### config.mk
export PLATFORM = sky130hd
export DESIGN_NAME = detection_event_qualifier_flat
export DESIGN_NICKNAME = d
export VERILOG_FILES = /design/src/rtl/detection_event_qualifier_if.sv /design/src/rtl/detection_event_qualifier.sv /design/src/flat_wrapper.sv
export SDC_FILE = /design/constraint.sdc
export NUM_CORES = 1
export LEC_CHECK = 0
export CORE_ASPECT_RATIO = 1.5
export CORE_MARGIN = 8
export CORE_UTILIZATION = 45
export CTS_CLUSTER_DIAMETER = 60
export DETAILED_ROUTE_END_ITERATION = 8
export PLACE_DENSITY_LB_ADDON = 0.2
export SLEW_MARGIN = 15
export SYNTH_ARGS = -nofsm -noshare
export SYNTH_HDL_FRONTEND = slang
export SYNTH_SLANG_ARGS = --single-unit
### constraint.sdc
create_clock -name clock -period 6.7 [get_ports clock]
set_input_delay 1.34 -clock clock [delete_from_list [all_inputs] [get_ports clock]]
set_output_delay 1.34 -clock clock [all_outputs]
set_load 0.02 [all_outputs]
### src/rtl/detection_event_qualifier_if.sv
// Sample stream from the threshold comparator.
// Ports: sample_strobe (one-cycle pulse), detection_flag (result bit).
interface detection_event_qualifier_if;
  logic sample_strobe;
  logic detection_flag;

  modport master (
    output sample_strobe,
    output detection_flag
  );

  modport slave (
    input sample_strobe,
    input detection_flag
  );
endinterface

### src/rtl/detection_event_qualifier.sv
// Debounces comparator hits into object_present, counts presence events
// and raises a sticky maskable irq. Ports: clock, reset_n, enable, det
// (strobe/flag), assert_count/deassert_count, irq controls, clears,
// object_present, irq, event_count, count_overflow, fsm_state.
module detection_event_qualifier #(
  parameter int CNT_WIDTH = 16,
  parameter int DEB_WIDTH = 8
) (
  input  logic                 clock,
  input  logic                 reset_n,
  input  logic                 enable,
  detection_event_qualifier_if.slave det,
  input  logic [DEB_WIDTH-1:0] assert_count,
  input  logic [DEB_WIDTH-1:0] deassert_count,
  input  logic                 irq_enable,
  input  logic                 irq_on_removal,
  input  logic                 irq_clear,
  input  logic                 count_clear,
  output logic                 object_present,
  output logic                 irq,
  output logic [CNT_WIDTH-1:0] event_count,
  output logic                 count_overflow,
  output logic [1:0]           fsm_state
);

  typedef enum logic [1:0] {
    ABSENT      = 2'd0,
    CONFIRM_ON  = 2'd1,
    PRESENT     = 2'd2,
    CONFIRM_OFF = 2'd3
  } state_t;

  localparam logic [DEB_WIDTH-1:0] ONE = DEB_WIDTH'(1);
  localparam logic [CNT_WIDTH-1:0] CMAX = '1;

  state_t               state_q, state_d;
  logic [DEB_WIDTH-1:0] run_q, run_d, run_inc;
  logic [DEB_WIDTH-1:0] eff_a, eff_d;
  logic                 pres_ev, rem_ev;
  logic                 present_q, irq_q, ovf_q;
  logic [CNT_WIDTH-1:0] cnt_q;
  logic                 flag;

  // Zero thresholds behave as one.
  assign eff_a   = (assert_count == '0) ? ONE : assert_count;
  assign eff_d   = (deassert_count == '0) ? ONE : deassert_count;
  assign run_inc = run_q + ONE;
  assign flag    = det.detection_flag;

  always_comb begin
    state_d = state_q;
    run_d   = run_q;
    pres_ev = 1'b0;
    rem_ev  = 1'b0;
    if (!enable) begin
      state_d = ABSENT;
      run_d   = '0;
    end else if (det.sample_strobe) begin
      unique case (state_q)
        ABSENT: begin
          run_d = '0;
          if (flag) begin
            if (eff_a == ONE) begin
              state_d = PRESENT;
              pres_ev = 1'b1;
            end else begin
              state_d = CONFIRM_ON;
              run_d   = ONE;
            end
          end
        end
        CONFIRM_ON: begin
          if (!flag) begin
            state_d = ABSENT;
            run_d   = '0;
          end else if (run_inc >= eff_a) begin
            state_d = PRESENT;
            run_d   = '0;
            pres_ev = 1'b1;
          end else begin
            run_d = run_inc;
          end
        end
        PRESENT: begin
          run_d = '0;
          if (!flag) begin
            if (eff_d == ONE) begin
              state_d = ABSENT;
              rem_ev  = 1'b1;
            end else begin
              state_d = CONFIRM_OFF;
              run_d   = ONE;
            end
          end
        end
        CONFIRM_OFF: begin
          if (flag) begin
            state_d = PRESENT;
            run_d   = '0;
          end else if (run_inc >= eff_d) begin
            state_d = ABSENT;
            run_d   = '0;
            rem_ev  = 1'b1;
          end else begin
            run_d = run_inc;
          end
        end
        default: begin
          state_d = ABSENT;
          run_d   = '0;
        end
      endcase
    end
  end

  always_ff @(posedge clock or negedge reset_n) begin
    if (!reset_n) begin
      state_q   <= ABSENT;
      run_q     <= '0;
      present_q <= 1'b0;
    end else begin
      state_q   <= state_d;
      run_q     <= run_d;
      present_q <= (state_d == PRESENT) ||
                   (state_d == CONFIRM_OFF);
    end
  end

  // A same-cycle event wins over count_clear: the clear
  // lands first and the event counts as the first one.
  always_ff @(posedge clock or negedge reset_n) begin
    if (!reset_n) begin
      cnt_q <= '0;
      ovf_q <= 1'b0;
    end else if (count_clear) begin
      cnt_q <= pres_ev ? CNT_WIDTH'(1) : '0;
      ovf_q <= 1'b0;
    end else if (pres_ev) begin
      if (cnt_q == CMAX) begin
        ovf_q <= 1'b1;
      end else begin
        cnt_q <= cnt_q + CNT_WIDTH'(1);
      end
    end
  end

  always_ff @(posedge clock or negedge reset_n) begin
    if (!reset_n) begin
      irq_q <= 1'b0;
    end else if ((pres_ev && irq_enable) ||
                 (rem_ev && irq_enable && irq_on_removal)) begin
      irq_q <= 1'b1;
    end else if (irq_clear) begin
      irq_q <= 1'b0;
    end
  end

  assign object_present = present_q;
  assign irq            = irq_q;
  assign event_count    = cnt_q;
  assign count_overflow = ovf_q;
  assign fsm_state      = state_q;

endmodule

### src/flat_wrapper.sv
// flat-port wrapper written by rule: the top's interface ports become plain ports
module detection_event_qualifier_flat 
#(
  parameter int CNT_WIDTH = 16,
  parameter int DEB_WIDTH = 8
)
  (clock, reset_n, enable, assert_count, deassert_count, irq_enable, irq_on_removal, irq_clear, count_clear, object_present, irq, event_count, count_overflow, fsm_state, det_sample_strobe, det_detection_flag);
  detection_event_qualifier_if det_i ();
  input  logic clock;
  input  logic reset_n;
  input  logic enable;
  input  logic [DEB_WIDTH-1:0] assert_count;
  input  logic [DEB_WIDTH-1:0] deassert_count;
  input  logic irq_enable;
  input  logic irq_on_removal;
  input  logic irq_clear;
  input  logic count_clear;
  output logic object_present;
  output logic irq;
  output logic [CNT_WIDTH-1:0] event_count;
  output logic count_overflow;
  output logic [1:0] fsm_state;
  input wire logic [$bits(det_i.sample_strobe)-1:0] det_sample_strobe;
  input wire logic [$bits(det_i.detection_flag)-1:0] det_detection_flag;
  assign det_i.sample_strobe = det_sample_strobe;
  assign det_i.detection_flag = det_detection_flag;
  detection_event_qualifier #(.CNT_WIDTH(CNT_WIDTH), .DEB_WIDTH(DEB_WIDTH)) u_core (.clock(clock), .reset_n(reset_n), .enable(enable), .det(det_i), .assert_count(assert_count), .deassert_count(deassert_count), .irq_enable(irq_enable), .irq_on_removal(irq_on_removal), .irq_clear(irq_clear), .count_clear(count_clear), .object_present(object_present), .irq(irq), .event_count(event_count), .count_overflow(count_overflow), .fsm_state(fsm_state));
endmodule
Word level (Yosys, flattened, before mapping)
Cells that the tools add are included.

Equal/unequal tests: 10. Reductions and logical operators: 13. Order comparisons: 2. Muxes and demuxes: 47. Add/sub/neg operators: 2.

Operators by type and width (count): 8-bit 2-to-1 mux (10); 16-bit 2-to-1 mux (3); 8-bit one-hot mux with 4 select lines (1); 1-bit 2-to-1 mux (20); 2-bit 2-to-1 mux (10); 16-bit by 1-bit adder with 16-bit output, second input constant (1); 16-bit == test, second input constant (1); 8-bit by 1-bit == test with 1-bit output, second input constant (2); 8-bit greater-or-equal comparator (2); 8-bit logical NOT (2); 8-bit by 1-bit adder with 8-bit output, second input constant (1); 2-bit == test, second input constant (4); 2-bit one-hot mux with 4 select lines (1); 2-bit nonzero test (3); 1-bit one-hot mux with 2 select lines (2); 2-bit AND reduction (2); 1-bit logical AND (3); 2-bit by 1-bit == test with 1-bit output, second input constant (1); 2-bit logical NOT (1); 1-bit logical OR (2); 2-bit by 1-bit inequality test with 1-bit output, second input constant (1); 2-bit inequality test, second input constant (1).

Bits in registers: 29. Output and inout bits: 21. Input bits: 25. Word-level logic and storage cells: 80.

Longest topological paths before layout
Gate-level depths: netlist of the first run.

Depth in word-level cells: 12. Depth in mapped cells: 12. Depth with buffers taken out: 11.

Worst setup path before layout of the first run
OpenSTA, ideal clock, no wires.

Path type: input port to flip-flop. From: input port assert_count[5]. To: register u_core.cnt_q[6], in the netlist u_core.event_count[6]. Buffers on the path: 1. Path slack: 3.202 ns. Required time: 6.622 ns. Data arrival time: 3.420 ns. Cell stages on the path: 11. Cell sequence: nor4_1 > nand2_1 > nand2b_1 > ha_1 > nand2b_1 > a21oi_1 > o31ai_1 > clkbuf_1 > nand3_1 > or3_1 > a21oi_1.

Longest elaborated chain between the ends: 10.

Ends and longest elaborated chain: start, declared (line flat_wrapper.sv:12) `input logic [DEB_WIDTH-1:0] assert_count;`; 8-bit logical NOT (line detection_event_qualifier.sv:45) `assign eff_a = (assert_count == '0) ? ONE : assert_count;`; 8-bit 2-to-1 mux (*) (line detection_event_qualifier.sv:45); 8-bit greater-or-equal comparator / 8-bit by 1-bit == test with 1-bit output (equally long branches) (line detection_event_qualifier.sv:76, detection_event_qualifier.sv:63); 1-bit 2-to-1 mux (on tied branches) (line detection_event_qualifier.sv:76, detection_event_qualifier.sv:63); 1-bit 2-to-1 mux (on tied branches) (line detection_event_qualifier.sv:73, detection_event_qualifier.sv:62); 1-bit one-hot mux with 2 select lines (*) (line detection_event_qualifier.sv:59) `unique case (state_q)`; 1-bit 2-to-1 mux (*) (line detection_event_qualifier.sv:58) `end else if (det.sample_strobe) begin`; 1-bit 2-to-1 mux (*) (line detection_event_qualifier.sv:55) `if (!enable) begin`; 2-bit nonzero test (no line) (*); 2-bit AND reduction (no line) (*); end signal, assigned (line detection_event_qualifier.sv:136) `cnt_q <= pres_ev ? CNT_WIDTH'(1) : '0;`; end signal, assigned (line detection_event_qualifier.sv:142) `cnt_q <= cnt_q + CNT_WIDTH'(1);`; end, declared (line detection_event_qualifier.sv:41) `logic [CNT_WIDTH-1:0] cnt_q;`.

Mark *: on every way between the ends. The rest lies on a longest branch, timed or not. A chain may end at the register's enable or synchronous reset.

Final worst setup path of the first run
From: input port assert_count[5]. To: register u_core.cnt_q[9], in the netlist u_core.event_count[9].

The elaborated chain is that of the path after synthesis.

==> results of run 1 <==
## worst max-delay path: stages
cell and delay [ns]:
clkdlybuf4s50_1 0.44, nor4_1 0.39, nand2_1 0.15, nand2b_1 0.10
ha_1 0.11, nand2b_1 0.09, a21oi_1 0.08, o31ai_1 0.23
buf_4 0.22, nand3b_1 0.17, or3_1 0.35, a21oi_1 0.15
## synth_stat cells, drive strengths merged (2+ instances only)
library cell / instances
or4: 3
o31ai: 3
a22o: 6
dfrtp: 29
nand2b: 6
o21ai: 8
and3: 3
and2: 3
xor2: 4
a21o: 5
inv: 20
nand2: 18
or2: 2
nand3b: 2
or3: 7
nand3: 16
nor2b: 7
nand4b: 2
nor4: 3
nor2: 12
o21a: 2
a21oi: 12
xnor2: 7
clkbuf: 5
a31oi: 2
ha: 18
mux2i: 2
nand4: 7
nor3: 6
a32o: 3
a211oi: 3
## how the worst min path moves through the flow
stage / cells after the start / slack (ns) / from / to
global route: 2 / 0.53 / u_core.irq / u_core.irq
global placement: 2 / 0.50 / u_core.irq / u_core.irq
detailed placement: 2 / 0.49 / u_core.irq / u_core.irq
floorplan: 1 / 0.49 / u_core.run_q[7] / u_core.run_q[7]
finish: 2 / 0.50 / u_core.irq / u_core.irq
CTS: 2 / 0.51 / u_core.irq / u_core.irq
## stage by stage
stage	setup slack (ns)	total power [W]	hold slack [ns]	instance area (um2)
5_1_grt	2.767	0.0004026	0.5342	2668
4_1_cts	3.070	0.0003886	0.5082	2668
3_3_place_gp	2.849	0.0002418	0.4967	2581
2_1_floorplan	3.202	0.0002111	0.4939	2078
6_report	3.058	0.0003819	0.5014	2668
3_5_place_dp	2.793	0.0002417	0.4938	2581
## cell usage in the layout, fill, tap and decap left out, types with 5 or more instances in the layout
cell	n
inv_1	19
nor2b_1	7
nand4_1	7
nor3_1	6
o21ai_0	8
nand2_1	17
ha_1	18
a21o_1	5
a21oi_1	12
nand2b_1	6
clkbuf_8	6
nand3_1	16
clkdlybuf4s50_1	45
a22o_1	6
nor2_1	12
dfrtp_1	29
xnor2_1	7
or3_1	6
## power by group through the flow
stage          clock network (W)  registers, W   logic, W
6_report                0.000144      0.000181  0.0000571
2_1_floorplan                  0      0.000184  0.0000274
3_5_place_dp                   0      0.000184  0.0000574
5_1_grt                 0.000158      0.000182  0.0000634
3_3_place_gp                   0      0.000184  0.0000574
4_1_cts                 0.000150      0.000181  0.0000577
## layout make-up
type | instances | area (um2) | share of cell area (%)
Inverter | 20 | 75.07 | 2.814
Multi-Input combinational cell | 181 | 1255 | 47.04
Timing Repair Buffer | 47 | 465.4 | 17.45
Sequential cell | 29 | 725.7 | 27.20
Clock buffer | 7 | 86.33 | 3.236
Tap cell | 48 | 60.06 | 2.251
## state kept, by name, summed over array words and instances (netlist names)
register and cells:
u_core.event_count 16, u_core.run_q 8, u_core.fsm_state 2, u_core.count_overflow 1
u_core.irq 1, u_core.object_present 1
## layer usage
layer / GRT usage (%) / routed length, um / vias to the layer above / share of wire [%]
met1: 17.49 / 2223 / 911 / 41
met3: 3.827 / 248 / 11 / 4.5
li1: - / - / 954 / -
met5: 0 / 0 / - / 0
met4: 8.215 / 155 / 0 / 2.8
met2: 29.12 / 2846 / 41 / 52
## logic make-up (layout without fill, tap and decap cells)
logic type / count (synthesis) / count (layout) / share of synthesized area (%)
AO/OA/AOI/OAI: 51 / 51 / 17.76
multiplexers: 2 / 2 / 0.9633
AND/OR/NAND/NOR: 99 / 99 / 26.19
adder cells (fa/ha/maj): 18 / 18 / 10.84
XOR/XNOR: 11 / 11 / 4.636
buffers and inverters: 26 / 74 / 4.696
flip-flops: 29 / 29 / 34.92
==> impl_metrics.toml, run 1 <==
[grt]
antenna_found_initial = 0
grt_overflow_total = 0
grt_max_degree = 30
grt_use_total_pct = 16.39
grt_pass1_wl_mm = 9.377
grt_pass1_vias = 1973

[detailed_routing]
dr_total_vias = 1917
wl_mm = 5.473
firstDrtPassIters = 6
ant_nets = 0
detail_route.wl_per_cell_um = 16.48
viasPerCell = 5.774
drt_iter0_drc = 65
drc = 0

[sta]
fin_crit_sh_pct = 54.35
setup_viol = 0
period_minus_slack_ns = 3.642
setup_tns_ns = 0
slew_headroom_pct = 53.51
rsz0062_at_grt = "false"
fmaxAchievable_ghz = 0.2746
hold_violations = 0
tightest_slew_ns = 0.6952
drv_slew = 0
finalClockSkew_ns = 0.005629

[clock_tree]
cts_setup_buffers = 0
cts_resized = 0
cts_tree = "built"
cts.sinks = 29
path_clk_slew_ns = 0.06
h-tree-depth = 2
insertion_delay_ns = 0.28
cts-root-to-sink-buffers = 2
cts_hold_buf = 0
cts-root-buf = "clkbuf_8"
cts_inserted_buffers = 5

[die]
die_x_um = 71.49
pin_count = 46
coreArea_um2 = 4504
initial_core_util_pct = 46.14
die_h_um = 99.23
rows = 30
dieArea_um2 = 7093

[finish]
stdcell_count = 332
post_route_cells_drive_above_1_share_pct = 4.930
areaGrowthSynthToFinish_pct = 28.36
nets = 327
final_util_pct = 59.22
antenna_cells = 0
nFillCells = 433

[power]
p_sw_w = 0.00009565
p_seq_share_pct = 47.5
leakage_nw = 1.214
pwr-share-clk_pct = 37.6
p_comb_share_pct = 14.9
ir_worst_vdd_uv = 107.1
power_density_nw_per_um2 = 143.2
p_int_w = 0.0002863
p_sw_share_pct = 25.04

[synth]
synth_area_um2 = 2078
ys_types = 44
synthTopCellsByArea = "dfrtp_1 (35%), ha_1 (11%), nand3_1 (3.9%)"
avgSynthCellArea_um2 = 8.806
synth_async_sr_flop_share_pct = 100.0
synth_top_area_share_pct = 34.92
yosys_register_bits = 29
ys.flop_type = "dfrtp_1"
synthCells = 236
synth-edff-count = 0
syn-num-nets = 279
synth_top_cell_by_area = "dfrtp_1"
ys_warn_count = 0
seq_area_frac_synth_pct = 34.92

[setup_path]
cp_max_fo = 11
start_kind = "input port"
ff2ff_path_depth = 11
cp.arrival_ns = 3.83
crit_type = "in -> reg"
r2r_slack_ns = 3.63
endpoint_kind = "flip-flop"
cp.required_ns = 6.89
regToRegEndpoint = "u_core.object_present"
crit_path_start = "assert_count[5]"
reg2reg_from = "u_core.run_q[0]"
worstSetupEndpoint = "u_core.event_count[9]"

[flow_run]
maxCapViolations = 0

[run_status]
outcome = "finished, final reports clean"

[place]
dp.cells = 325
finalWeightedCongestion = 0.8996
port_buffers = 45
dp_hpwl_mm = 4.311

[min_path]
hp-class = "reg -> reg"
Power figures use the tool's default switching activity.
==> inputs of run 2 (changes only) <==
clock period = 3.2 ns   (was 6.7 ns; I/O delays follow)
==> impl_metrics.toml, run 2 (synthesis gave the netlist of run 1 again) <==
[run_status]
outcome = "finished, final reports clean"

[detailed_routing]
viasPerCell = 5.801
ant_nets = 0
wl_mm = 5.691
drt_iter0_drc = 49
drc = 0
dr_total_vias = 1978
firstDrtPassIters = 4
detail_route.wl_per_cell_um = 16.69

[setup_path]
cp_max_fo = 11
path_buf_inv = 1
start_kind = "flip-flop"
cp.arrival_ns = 3.11
regToRegEndpoint = "u_core.object_present"
crit_type = "reg -> reg"
max_stage_delay_ns = 0.40
crit_path_start = "u_core.run_q[1]"
cpMostUsedCell = "ha_1"
worstSetupEndpoint = "u_core.object_present"
reg2reg_from = "u_core.run_q[1]"
crit_family = "compound AO/OA/AOI/OAI gates"
r2r_slack_ns = 0.25
cp_slowest_cell = "a2111oi_0"
ff2ff_path_depth = 11
worst-path-stages = 11
endpoint_kind = "flip-flop"
cp.required_ns = 3.35
path_cells = "ha_1 -> nand3_1 -> nor2_1 -> xor2_1 -> ha_1 -> a21o_1 -> a2111oi_0 -> o31ai_1 -> buf_4 -> and2_1 -> a32o_1"

[die]
rows = 30
pin_count = 46
die_x_um = 71.49
die_h_um = 99.23
dieArea_um2 = 7093
initial_core_util_pct = 46.14
coreArea_um2 = 4504

[clock_tree]
path_clk_slew_ns = 0.06
cts.sinks = 29
cts-root-to-sink-buffers = 2
cts_hold_buf = 0
cts_inserted_buffers = 5
cts_setup_buffers = 0
cts_tree = "built"
insertion_delay_ns = 0.27
h-tree-depth = 2
cts-root-buf = "clkbuf_8"
cts_resized = 0

[finish]
layout_commonest_cell = "clkdlybuf4s50_1"
areaGrowthSynthToFinish_pct = 31.37
largest_reg_flops = 16
antenna_cells = 0
nets = 337
layout_common_cells = "clkdlybuf4s50_1 (45), dfrtp_1 (29), inv_1 (19)"
post_route_cells_drive_above_1_share_pct = 8.191

[grt]
antenna_found_initial = 0
grt_max_degree = 30
grt_use_total_pct = 16.91
grt_pass1_wl_mm = 9.639
grt_overflow_total = 0
grt_pass1_vias = 2080

[flow_run]
maxCapViolations = 0

[min_path]
hp-class = "reg -> reg"
hold_depth = 2

[sta]
period_minus_slack_ns = 2.953
fin_crit_sh_pct = 92.27
rsz0062_at_grt = "false"
setup_viol = 0
finalClockSkew_ns = 0.006657
fmaxAchievable_ghz = 0.3387
setup_tns_ns = 0
drv_slew = 0
holdWs_ns = 0.5074
tightest_slew_ns = 0.6860
slew_headroom_pct = 54.18
hold_violations = 0

[place]
port_buffers = 45
dp_hpwl_mm = 4.530
finalWeightedCongestion = 0.8672

[power]
ir_worst_vdd_uv = 218.5
power_density_nw_per_um2 = 285.6
leakage_nw = 1.259
-- run 2: cell type report --
class	instances	area [um2]
Fill cell	418	1774
Multi-Input combinational cell	181	1255
Sequential cell	29	725.7
Timing Repair Buffer	57	540.5
Inverter	20	75.07
Clock buffer	5	68.82
Tap cell	48	60.06
Clock inverter	1	5.005
-- run 2: power by group --
group	internal, W	leakage, nW	switching [W]	total (W)
sequential	0.000371	0.403	0.00000671	0.000378
clock	0.000143	0.0399	0.000130	0.000272
combinational	0.0000636	0.816	0.0000663	0.000130
total	0.000577	1.26	0.000203	0.000780
-- run 2: how the worst min path moves through the flow --
stage                          start               endpoint  slack, ns
after detailed placement  u_core.irq             u_core.irq       0.50
after CTS                 u_core.irq             u_core.irq       0.51
final                     u_core.irq             u_core.irq       0.51
after floorplan              reset_n  u_core.count_overflow       0.34
after global placement    u_core.irq             u_core.irq       0.50
after global routing      u_core.irq             u_core.irq       0.54
-- run 2: through the flow --
| step | util, % | power (W) | cell area (um2) | setup slack, ns | cells |
|---|---|---|---|---|---|
| detailed placement | 58.97 | 0.0005149 | 2656 | 0.03390 | 335 |
| CTS | 60.61 | 0.0007928 | 2730 | 0.2627 | 341 |
| floorplan | - | 0.0004421 | 2078 | 0.3800 | 236 |
| global placement | 58.97 | 0.0005143 | 2656 | 0.04820 | 335 |
| finish | 60.61 | 0.0007799 | 2730 | 0.2474 | 341 |
| global route | 60.61 | 0.0008190 | 2730 | 0.03079 | 341 |
-- run 2: routing by layer --
metal  GRT usage [%]  vias up  part of all wire (%)
li1                -      979                     -
met4           8.215        0                   3.4
met2           31.53       47                    53
met1           16.95      939                    39
met5               0        -                     0
met3           3.827       13                   4.1
-- run 2: worst min-delay path, cell delays in order, from the launching register on --
cell and delay (ns):
dfrtp_1 0.34, nand2b_1 0.05, nand3_1 0.08
==> inputs of run 3 (changes only) <==
CTS_BUF_LIST = sky130_fd_sc_hd__clkbuf_16   (was default)
==> impl_metrics.toml, run 3 (synthesis gave the netlist of run 1 again) <==
[finish]
areaGrowthSynthToFinish_pct = 34.08
antenna_cells = 0
nFillCells = 411
post_route_cells_drive_above_1_share_pct = 8.191
layout_common_cells = "clkdlybuf4s50_1 (45), dfrtp_1 (29), inv_1 (19)"
nets = 337
stdcell_count = 341
layout_commonest_cell = "clkdlybuf4s50_1"
largest_reg_flops = 16

[sta]
tightest_slew_ns = 0.6790
period_minus_slack_ns = 2.980
fin_crit_sh_pct = 93.13
setup_viol = 0
setup_tns_ns = 0
drv_slew = 0
slew_headroom_pct = 54.64
finalClockSkew_ns = 0.004057
hold_violations = 0
rsz0062_at_grt = "false"
fmaxAchievable_ghz = 0.3356

[clock_tree]
cts_setup_buffers = 0
cts-root-to-sink-buffers = 2
path_clk_slew_ns = 0.05
cts_hold_buf = 0
cts-root-buf = "clkbuf_16"
cts_resized = 0
h-tree-depth = 2
cts_tree = "built"
cts_inserted_buffers = 5
insertion_delay_ns = 0.27
cts.sinks = 29

[setup_path]
max_stage_delay_ns = 0.40
crit_path_start = "u_core.run_q[1]"
cp_slowest_cell = "a2111oi_0"
cp.required_ns = 3.35
cp.arrival_ns = 3.13
crit_type = "reg -> reg"
cp_max_fo = 11
r2r_slack_ns = 0.22
path_cells = "ha_1 -> nand3_1 -> nor2_1 -> xor2_1 -> ha_1 -> a21o_1 -> a2111oi_0 -> o31ai_1 -> buf_4 -> and2_1 -> a32o_1"
start_kind = "flip-flop"
cpMostUsedCell = "ha_1"
endpoint_kind = "flip-flop"
reg2reg_from = "u_core.run_q[1]"

[power]
power_density_nw_per_um2 = 334.4
p_comb_share_pct = 14.0
p_seq_share_pct = 40.6
p_int_w = 0.0007115
p_sw_share_pct = 23.64
pwr-share-clk_pct = 45.4
ir_worst_vdd_uv = 301.6
leakage_nw = 1.285
p_sw_w = 0.0002203

[detailed_routing]
dr_total_vias = 1978
drc = 0
viasPerCell = 5.801
firstDrtPassIters = 4
ant_nets = 0
wl_mm = 5.762
detail_route.wl_per_cell_um = 16.90
drt_iter0_drc = 62

[grt]
grt_pass1_wl_mm = 9.722
grt_max_degree = 30
use_met3_pct = 4.431
grt.met1_usage_pct = 16.77
antenna_found_initial = 0
grt_overflow_total = 0
grt_use_met2_pct = 32.03
busiest_layer = "met2"
grt_use_total_pct = 17.22
grt_pass1_vias = 2072

[die]
die_h_um = 99.23
dieArea_um2 = 7093
initial_core_util_pct = 46.14
pin_count = 46
die_x_um = 71.49
rows = 30
coreArea_um2 = 4504

[min_path]
hp-class = "reg -> reg"
hp-start = "u_core.irq"

[place]
dp.cells = 335
dp_hpwl_mm = 4.530
finalWeightedCongestion = 0.8672
port_buffers = 45

[run_status]
outcome = "finished, final reports clean"

[flow_run]
maxCapViolations = 0
==> run 3: changes by cell type in the layout (fill, tap and decap cells not counted) <==
| cell | previous run | this run |
|---|---|---|
| clkbuf_16 | 0 | 5 |
| clkbuf_8 | 5 | 0 |
==> run 3: layout make-up <==
class / instances / area, um2 / share of cell area (%)
clock inverters: 1 / 5.005 / 0.1796
well taps: 48 / 60.06 / 2.155
repair buffers: 57 / 540.5 / 19.40
flip-flops and latches: 29 / 725.7 / 26.04
multi-input cells: 181 / 1255 / 45.04
clock buffers: 5 / 125.1 / 4.490
inverters: 20 / 75.07 / 2.694
==> run 3: worst paths after layout <==
path,cells past startpoint,end
setup reg to reg,11,u_core.object_present
max in group asynchronous,2,u_core.event_count[2]
min in group asynchronous,2,u_core.run_q[6]
hold / removal,2,u_core.irq
hold reg to reg,2,u_core.irq
setup / recovery,11,u_core.object_present
==> run 3: routing by layer <==
| metal | share of wire [%] | wire (um) | up-vias |
|---|---|---|---|
| met3 | 4.4 | 255 | 10 |
| met2 | 54 | 3108 | 52 |
| li1 | - | - | 976 |
| met1 | 39 | 2222 | 940 |
| met5 | 0 | 0 | - |
| met4 | 3.1 | 176 | 0 |
==> run 3: worst max-delay path, delay by kind of cell (launching register included) <==
family / cells / cell delay, ns
buffers and inverters: 1 / 0.20
adder cells (fa/ha/maj): 2 / 0.51
AO/OA/AOI/OAI: 4 / 0.96
flip-flops: 1 / 0.38
XOR/XNOR: 1 / 0.32
AND/OR/NAND/NOR: 3 / 0.48
==> run 3: power by group through the flow <==
| stage | Clock [W] | Combinational, W | Sequential [W] |
|---|---|---|---|
| after CTS | 0.000435 | 0.000132 | 0.000378 |
| after global routing | 0.000448 | 0.000144 | 0.000379 |
| after global placement | 0 | 0.000130 | 0.000384 |
| final | 0.000423 | 0.000130 | 0.000378 |
| after floorplan | 0 | 0.0000574 | 0.000385 |
| after detailed placement | 0 | 0.000131 | 0.000384 |
==> run 3: through the flow <==
step           total power, W  worst slack [ns]  utilization, %  hold slack [ns]  instance area [um2]
6_report            0.0009318            0.2199           61.86           0.5058                 2786
5_1_grt             0.0009716           0.01314           61.86           0.5387                 2786
4_1_cts             0.0009445            0.2478           61.86           0.5104                 2786
3_5_place_dp        0.0005149           0.03390           58.97           0.4996                 2656
3_3_place_gp        0.0005143           0.04820           58.97           0.4992                 2656
2_1_floorplan       0.0004421            0.3800               -           0.3444                 2078
